<file path="src/rtl/pipeline_stall_controller_pkg.sv">
// Shared pipeline definitions: controller state encodings and mult/div latency default.
package pipeline_stall_controller_pkg;

    typedef enum logic [1:0] {
        ST_RUN      = 2'd0,
        ST_LW_STALL = 2'd1,
        ST_MD_BUSY  = 2'd2,
        ST_UNUSED   = 2'd3
    } ctrl_state_t;

    localparam int unsigned MD_LATENCY_DEFAULT = 4;
    localparam int unsigned MD_CNT_W           = 4;

endpackage

</file>
<file path="src/rtl/pipeline_stall_controller_md_counter.sv">
// Mult/div latency down-counter: load, decrement and an is_one flag for the final busy cycle.
module md_latency_counter #(
    parameter int unsigned W = 4
) (
    input  logic         clk,
    input  logic         rst,
    input  logic         load,
    input  logic [W-1:0] load_value,
    input  logic         dec,
    output logic [W-1:0] count,
    output logic         is_one
);

    always_ff @(posedge clk) begin
        if (rst) begin
            count <= '0;
        end else if (load) begin
            count <= load_value;
        end else if (dec && count != '0) begin
            count <= count - W'(1);
        end
    end

    assign is_one = (count == W'(1));

endmodule

</file>
<file path="src/rtl/pipeline_stall_controller.sv">
// Hazard/stall controller: Mealy FSM for load-use stalls, branch flushes and mult/div busy periods.
module pipeline_stall_controller
    import pipeline_stall_controller_pkg::*;
#(
    parameter int unsigned MD_LATENCY = MD_LATENCY_DEFAULT,
    parameter int unsigned CNT_W      = 16
) (
    input  logic             clk,
    input  logic             rst,
    input  logic             lw_hazard,
    input  logic             branch_taken,
    input  logic             jump,
    input  logic             md_start,
    output logic             pc_write,
    output logic             ifid_write,
    output logic             ifid_flush,
    output logic             idex_bubble,
    output logic             md_done,
    output logic [1:0]       ctrl_state,
    output logic [CNT_W-1:0] stall_count
);

    ctrl_state_t          state_q, state_d;
    logic                 cnt_load, cnt_dec, cnt_is_one;
    logic [MD_CNT_W-1:0]  cnt_value;

    md_latency_counter #(.W(MD_CNT_W)) u_md_counter (
        .clk        (clk),
        .rst        (rst),
        .load       (cnt_load),
        .load_value (MD_CNT_W'(MD_LATENCY - 1)),
        .dec        (cnt_dec),
        .count      (cnt_value),
        .is_one     (cnt_is_one)
    );

    always_ff @(posedge clk) begin
        if (rst) begin
            state_q <= ST_RUN;
        end else begin
            state_q <= state_d;
        end
    end

    always_comb begin
        state_d     = ST_RUN;
        pc_write    = 1'b1;
        ifid_write  = 1'b1;
        ifid_flush  = 1'b0;
        idex_bubble = 1'b0;
        md_done     = 1'b0;
        cnt_load    = 1'b0;
        cnt_dec     = 1'b0;

        unique case (state_q)
            ST_RUN, ST_LW_STALL: begin
                // LW_STALL behaves as RUN except that the repeated lw_hazard is ignored
                if (md_start) begin
                    pc_write    = 1'b0;
                    ifid_write  = 1'b0;
                    idex_bubble = 1'b1;
                    cnt_load    = 1'b1;
                    state_d     = ST_MD_BUSY;
                end else if (lw_hazard && state_q == ST_RUN) begin
                    pc_write    = 1'b0;
                    ifid_write  = 1'b0;
                    idex_bubble = 1'b1;
                    state_d     = ST_LW_STALL;
                end else if (branch_taken || jump) begin
                    ifid_flush  = 1'b1;
                end
            end
            ST_MD_BUSY: begin
                pc_write    = 1'b0;
                ifid_write  = 1'b0;
                idex_bubble = 1'b1;
                cnt_dec     = 1'b1;
                if (cnt_is_one) begin
                    md_done = 1'b1;
                    state_d = ST_RUN;
                end else begin
                    state_d = ST_MD_BUSY;
                end
            end
            default: state_d = ST_RUN;
        endcase

        if (rst) begin
            pc_write    = 1'b0;
            ifid_write  = 1'b0;
            ifid_flush  = 1'b1;
            idex_bubble = 1'b1;
            md_done     = 1'b0;
        end
    end

    assign ctrl_state = state_q;

    always_ff @(posedge clk) begin
        if (rst) begin
            stall_count <= '0;
        end else if (!pc_write && stall_count != '1) begin
            stall_count <= stall_count + CNT_W'(1);
        end
    end

endmodule

</file>
<file path="config.mk">
export PLATFORM = sky130hd
export DESIGN_NAME = pipeline_stall_controller
export DESIGN_NICKNAME = d
export VERILOG_FILES = /design/src/rtl/pipeline_stall_controller_pkg.sv /design/src/rtl/pipeline_stall_controller_md_counter.sv /design/src/rtl/pipeline_stall_controller.sv
export SDC_FILE = /design/constraint.sdc
export NUM_CORES = 1
export LEC_CHECK = 0
export ABC_CLOCK_PERIOD_IN_PS = 3100
export CAP_MARGIN = 20
export CORE_MARGIN = 5
export CORE_UTILIZATION = 45
export DETAILED_ROUTE_END_ITERATION = 6
export PLACE_DENSITY = 0.79
export SKIP_CTS_REPAIR_TIMING = 1
export SLEW_MARGIN = 25
export SYNTH_ARGS = -nofsm -noshare
export SYNTH_HDL_FRONTEND = slang
export SYNTH_SLANG_ARGS = --single-unit
</file>
<file path="constraint.sdc">
create_clock -name clk -period 3.1 [get_ports clk]
set_input_delay 0.31 -clock clk [delete_from_list [all_inputs] [get_ports clk]]
set_output_delay 0.31 -clock clk [all_outputs]
set_load 0.01 [all_outputs]
</file>
==> results.sh, run 1 <==
export IMPL_cpPeakStageDelay_ns=0.67
export IMPL_portBuffers=28
export IMPL_grt_pass1_wl_um=5260
export IMPL_synth_ff_type="dfxtp_1"
export IMPL_ys_types=43
export IMPL_peakVddDrop_mv=0.371
export IMPL_vias=1186
export IMPL_syn_to_final_growth_pct=27.2
export IMPL_path_clk_slew_ns=0.13
export IMPL_drive_above_1_share=0.101
export IMPL_cap_violations=0
export IMPL_leakage_nw=0.558
export IMPL_clock_fmax_mhz=408
export IMPL_cts_root_buffer_cell="clkbuf_4"
export IMPL_layout_cells_non_filler=200
export IMPL_netlist_instances=142
export IMPL_wl_um=3030
export IMPL_path_delay_family="buffers and inverters"
export IMPL_coreArea_um2=2710
export IMPL_arrival_ns=2.14
export IMPL_rows=19
export IMPL_reg2reg_depth=5
export IMPL_hold_viol=0
export IMPL_yosysWarnings=0
export IMPL_path_buf_inv=2
export IMPL_vias_per_cell=5.93
export IMPL_relSlewSlack=0.535
export IMPL_yosysSeqAreaShare=0.349
export IMPL_crit_path_max_fanout=11
export IMPL_crit_required_ns=2.79
export IMPL_ant_nets=0
export IMPL_synth_net_count=152
export IMPL_cts_tree="yes"
export IMPL_synth_seq_cells=22
export IMPL_muxShareOfSynthArea=0.0317
export IMPL_dieArea_um2=3960
export IMPL_tns_ns=0
export IMPL_crit_top_cell="clkdlybuf4s50_1"
export IMPL_wl_per_cell_um=15.2
export IMPL_initial_core_util=0.465
export IMPL_grt_max_degree=19
export IMPL_status="completed"
export IMPL_cp_end_kind="output port"
export IMPL_fillers=244
export IMPL_drt_pass1_iter_count=4
export IMPL_hold_class="flop to flop"
export IMPL_slowest_stage="clkdlybuf4s50_1"
export IMPL_dp_cells=196
export IMPL_min_delay_start="stall_count[9]"
export IMPL_async_flop_share=0
export IMPL_clockBufferDepth=2
export IMPL_synth_xor_area_frac=0.0208
export IMPL_synth_area_um2=1260
export IMPL_period_needed_ns=2.45
export IMPL_overflow=0
export IMPL_min_to="stall_count[9]"
export IMPL_crit_type="input pin to output port"
export IMPL_antennaDiodeCount=0
export IMPL_drv_slew=0
export IMPL_worst_pin_slew_ns=0.695
export IMPL_synth_edff_count=0
export IMPL_cp_start_kind="input pin"
export IMPL_dp_hpwl_um=2280
export IMPL_fin_skew_ns=0.00500
export IMPL_die_h_um=62.9
export IMPL_cp_cell_sequence="clkdlybuf4s50_1 > nor3_4 > clkdlybuf4s50_1"
export IMPL_routabilityCongestion=0.835
export IMPL_setup_viol=0
export IMPL_clk_insertion_delay_late_ns=0.30
export IMPL_pin_count=29
export IMPL_r2r_end="stall_count[5]"
export IMPL_pwr_density_cell_nw_per_um2=392
export IMPL_fin_nets=180
export IMPL_synth_simple_gate_area_share=0.289
export IMPL_path_depth=3
export IMPL_die_x_um=62.9
export IMPL_numClockSinks=22
export IMPL_cts_buffers=3
export IMPL_cts_max_level=1
export IMPL_rsz0062_at_grt="false"
export IMPL_post_route_util=0.592
export IMPL_synth_fa_ha_area_frac=0.0397
export IMPL_grt_pass1_vias=1174
export IMPL_antenna_found_initial=0
export IMPL_initialDrtViolationCount=83
export IMPL_avgSynthCellArea_um2=8.88
export IMPL_whs_path_depth=2
export IMPL_r2r_start="stall_count[0]"
export IMPL_synth_top_family_by_area="simple AND/OR/NAND/NOR gates"
export IMPL_ff2ff_setup_slack_ns=0.98
export IMPL_synth_compound_area_frac=0.217
export IMPL_crit_start="rst"
export IMPL_period_share=0.791
export IMPL_post_route_drc_count=0
export IMPL_fin_hold_ws_ns=0.508
export IMPL_grt_usage=0.157
## placed cells by master, fill, tap and decap left out, drive strengths merged, types with 3 or more instances in the layout
cell / count
or3: 4
clkbuf: 3
nand4: 3
clkdlybuf4s50: 28
inv: 6
and3: 3
a21oi: 13
o21ai: 6
or4: 5
ha: 4
o31ai: 6
o211ai: 4
nand2: 11
nor2: 6
nor2b: 6
nor3: 6
dfxtp: 22
nand3: 8
## Yosys cell counts (2+ instances only)
library cell  number  area, µm²
mux2_4             2       30.0
xor2_1             2       17.5
a211oi_1           2       15.0
dfxtp_1           22        440
nor2_1             6       22.5
buf_4              2       15.0
a21oi_1           12       60.1
o211ai_1           4       30.0
o31ai_1            5       37.5
o21ai_0            6       30.0
or3_1              4       25.0
nor3_1             5       25.0
inv_1              5       18.8
nand2b_1           2       12.5
nor2b_1            6       37.5
clkbuf_1           2       7.51
nand4_1            2       12.5
or4_1              5       37.5
and3_1             3       18.8
buf_2              2       10.0
nand2_1           11       41.3
ha_1               4       50.1
nand3_1            8       40.0
## area by class of cell
class	instances	area (µm²)	share of cell area
Inverter	6	22.5	0.0140
Clock buffer	3	22.5	0.0140
Tap cell	31	38.8	0.0242
Clock inverter	1	30.0	0.0187
Multi-Input combinational cell	107	754	0.470
Timing Repair Buffer	30	295	0.184
Sequential cell	22	440	0.275
## flip-flops by register name, summed over array words and instances (netlist names)
register,count
ctrl_state,2
u_md_counter.count,4
stall_count,16
## per-stage QoR
| step | setup slack (ns) | instance area (µm²) | power, mW |
|---|---|---|---|
| 2_1_floorplan | 1.39 | 1260 | 0.375 |
| 3_3_place_gp | 0.734 | 1550 | 0.412 |
| 3_5_place_dp | 0.680 | 1550 | 0.417 |
| 4_1_cts | 0.669 | 1600 | 0.635 |
| 5_1_grt | 0.579 | 1600 | 0.662 |
| 6_report | 0.647 | 1600 | 0.629 |
## worst min-delay path, cell delays in order (launching register included)
cell	delay, ns
dfxtp_1	0.35
o31ai_1	0.07
a21oi_1	0.06
## cell families (layout without fill, tap and decap cells)
kind of cell / Yosys count / in the layout
flip-flops: 22 / 22
AO/OA/AOI/OAI: 38 / 38
XOR/XNOR: 3 / 3
AND/OR/NAND/NOR: 59 / 59
adder cells (fa/ha/maj): 4 / 4
multiplexers: 3 / 3
buffers and inverters: 13 / 40
## metal layers
layer	routed length, µm	global-route usage	up-vias	share of wire
met5	0	0	-	0
met4	36	0.0477	0	0.012
met3	117	0.0360	4	0.039
met2	1550	0.269	29	0.51
met1	1330	0.193	568	0.44
li1	-	-	585	-
## how the worst max path moves through the flow
stage / end / slack (ns)
finish: ifid_write / 0.65
floorplan: stall_count[5] / 1.39
global route: pc_write / 0.58
CTS: ifid_write / 0.67
detailed placement: pc_write / 0.68
global placement: pc_write / 0.73
## power breakdown
group | internal [mW] | total (mW) | leakage (nW) | switching, mW
Combinational | 0.0511 | 0.104 | 0.351 | 0.0533
Sequential | 0.294 | 0.306 | 0.179 | 0.0123
Clock | 0.131 | 0.219 | 0.0279 | 0.0883
Total | 0.475 | 0.629 | 0.558 | 0.154
Power figures use the tool's default switching activity.
==> run 2: changes to the inputs <==
- ABC_CLOCK_PERIOD_IN_PS: 3100 -> 2000
- CORE_UTILIZATION: 45 -> 44
- PLACE_DENSITY: 0.79 -> 0.8
- clock period: 3.1 -> 2 ns (I/O delays scaled with it)
==> run 2 against run 1 <==
Setup slack got worse by 0.54 ns. Critical endpoint is now idex_bubble. Worst hold slack improved by 0.0047 ns. Final cell count rose by 4.5%. Via count rose by 2.0%. Critical path depth rose by 3. Power rose by 35%. Core utilization rose by 1.2 points.
==> results.sh, run 2 (same netlist as run 1, synthesis figures left out) <==
export IMPL_place_area_um2=1630
export IMPL_grt_pass1_vias=1092
export IMPL_post_route_drc_count=0
export IMPL_largest_reg_flops=16
export IMPL_antennaDiodeCount=0
export IMPL_cp_end_kind="output port"
export IMPL_cts_max_level=1
export IMPL_hold_class="flop to flop"
export IMPL_hold_viol=0
export IMPL_vias_per_cell=5.79
export IMPL_layout_cells_most_common="clkdlybuf4s50_1"
export IMPL_crit_type="input pin to output port"
export IMPL_vias=1210
export IMPL_peakVddDrop_mv=0.482
export IMPL_drive_above_1_share=0.163
export IMPL_initial_core_util=0.457
export IMPL_fin_skew_ns=0.00256
export IMPL_grt_max_degree=12
export IMPL_cap_violations=0
export IMPL_stdcell_area_um2=1670
export IMPL_worst_pin_slew_ns=0.452
export IMPL_grt_usage=0.148
export IMPL_cp_start_kind="input pin"
export IMPL_top_register="stall_count"
export IMPL_pin_count=29
export IMPL_antenna_found_initial=0
export IMPL_portBuffers=28
export IMPL_drt_pass1_iter_count=4
export IMPL_rsz0062_at_grt="false"
export IMPL_wl_per_cell_um=13.8
export IMPL_die_x_um=63.5
export IMPL_fillers=254
export IMPL_grt_pass1_wl_um=4940
export IMPL_routabilityCongestion=0.799
export IMPL_dieArea_um2=4040
export IMPL_overflow=0
export IMPL_fin_nets=190
export IMPL_initialDrtViolationCount=68
export IMPL_cts_buffers=3
export IMPL_ant_nets=0
export IMPL_post_route_util=0.604
export IMPL_relSlewSlack=0.698
export IMPL_wl_um=2890
export IMPL_coreArea_um2=2760
export IMPL_clk_insertion_delay_late_ns=0.30
export IMPL_arrival_ns=1.69
export IMPL_path_clk_slew_ns=0.11
export IMPL_crit_required_ns=1.80
export IMPL_period_share=0.944
export IMPL_drv_slew=0
export IMPL_setup_viol=0
export IMPL_cts_tree="yes"
export IMPL_rows=19
export IMPL_pwr_density_cell_nw_per_um2=508
export IMPL_die_h_um=63.5
export IMPL_dp_hpwl_um=2260
export IMPL_status="completed"
export IMPL_cts_root_buffer_cell="clkbuf_4"
export IMPL_clock_fmax_mhz=529
export IMPL_period_needed_ns=1.89
export IMPL_numClockSinks=22
export IMPL_leakage_nw=0.651
export IMPL_clockBufferDepth=2
export IMPL_crit_path_max_fanout=4
export IMPL_syn_to_final_growth_pct=32.0
export IMPL_layout_common_cells="clkdlybuf4s50_1, dfxtp_1, a21oi_1, buf_4, nand2_1"
## run 2: cell count changes in the layout (fill, tap and decap cells not counted), sizes merged
cell           previous run  this run
buf                       2        12
clkdlybuf4s50            28        24
dlymetal6s2s              0         4
bufinv                    1         0
## run 2: report_power, final
group / switching (mW) / total, mW / internal [mW]
Clock: 0.127 / 0.197 / 0.0702
Sequential: 0.0205 / 0.476 / 0.456
Combinational: 0.0835 / 0.173 / 0.0896
## run 2: through the flow
step | TNS, ns | total power, mW | cells | hold slack [ns] | setup WS (ns)
final | 0 | 0.847 | 209 | 0.513 | 0.111
after floorplan | 0 | 0.582 | 142 | 0.373 | 0.293
after global placement | 0 | 0.650 | 206 | 0.472 | 0.0537
after global routing | 0 | 0.903 | 209 | 0.544 | 0.00348
after detailed placement | 0 | 0.658 | 206 | 0.483 | 0.0162
after CTS | -0.0705 | 0.858 | 209 | 0.508 | -0.0448
## run 2: area by class of cell
class,instances,area (µm²),share of cell area
Sequential cell,22,447,0.268
Multi-Input combinational cell,107,754,0.453
Timing Repair Buffer,40,380,0.228
Tap cell,31,38.8,0.0233
Inverter,6,22.5,0.0135
Clock buffer,3,22.5,0.0135
## run 2: path summary, 6_finish.rpt
path	start	endpoint	slack, ns	cells after the start
hold / removal	stall_count[6]	stall_count[6]	0.51	1
hold reg to reg	stall_count[6]	stall_count[6]	0.51	1
setup reg to reg	stall_count[0]	stall_count[13]	0.19	6
setup / recovery	md_start	idex_bubble	0.11	6
## run 2: per-layer routing
| metal | routed length, µm | up-vias | track usage | share of wire |
|---|---|---|---|---|
| met4 | 28 | 0 | 0.0234 | 0.0097 |
| met2 | 1430 | 36 | 0.261 | 0.49 |
| met3 | 189 | 4 | 0.0462 | 0.065 |
| met1 | 1250 | 568 | 0.175 | 0.43 |
| met5 | 0 | - | 0 | 0 |
| li1 | - | 602 | - | - |
## run 2: critical path: stages
cell             delay (ns)
clkdlybuf4s50_1        0.41
nor2b_1                0.14
buf_4                  0.15
nor3_4                 0.22
inv_2                  0.07
clkdlybuf4s50_1        0.49
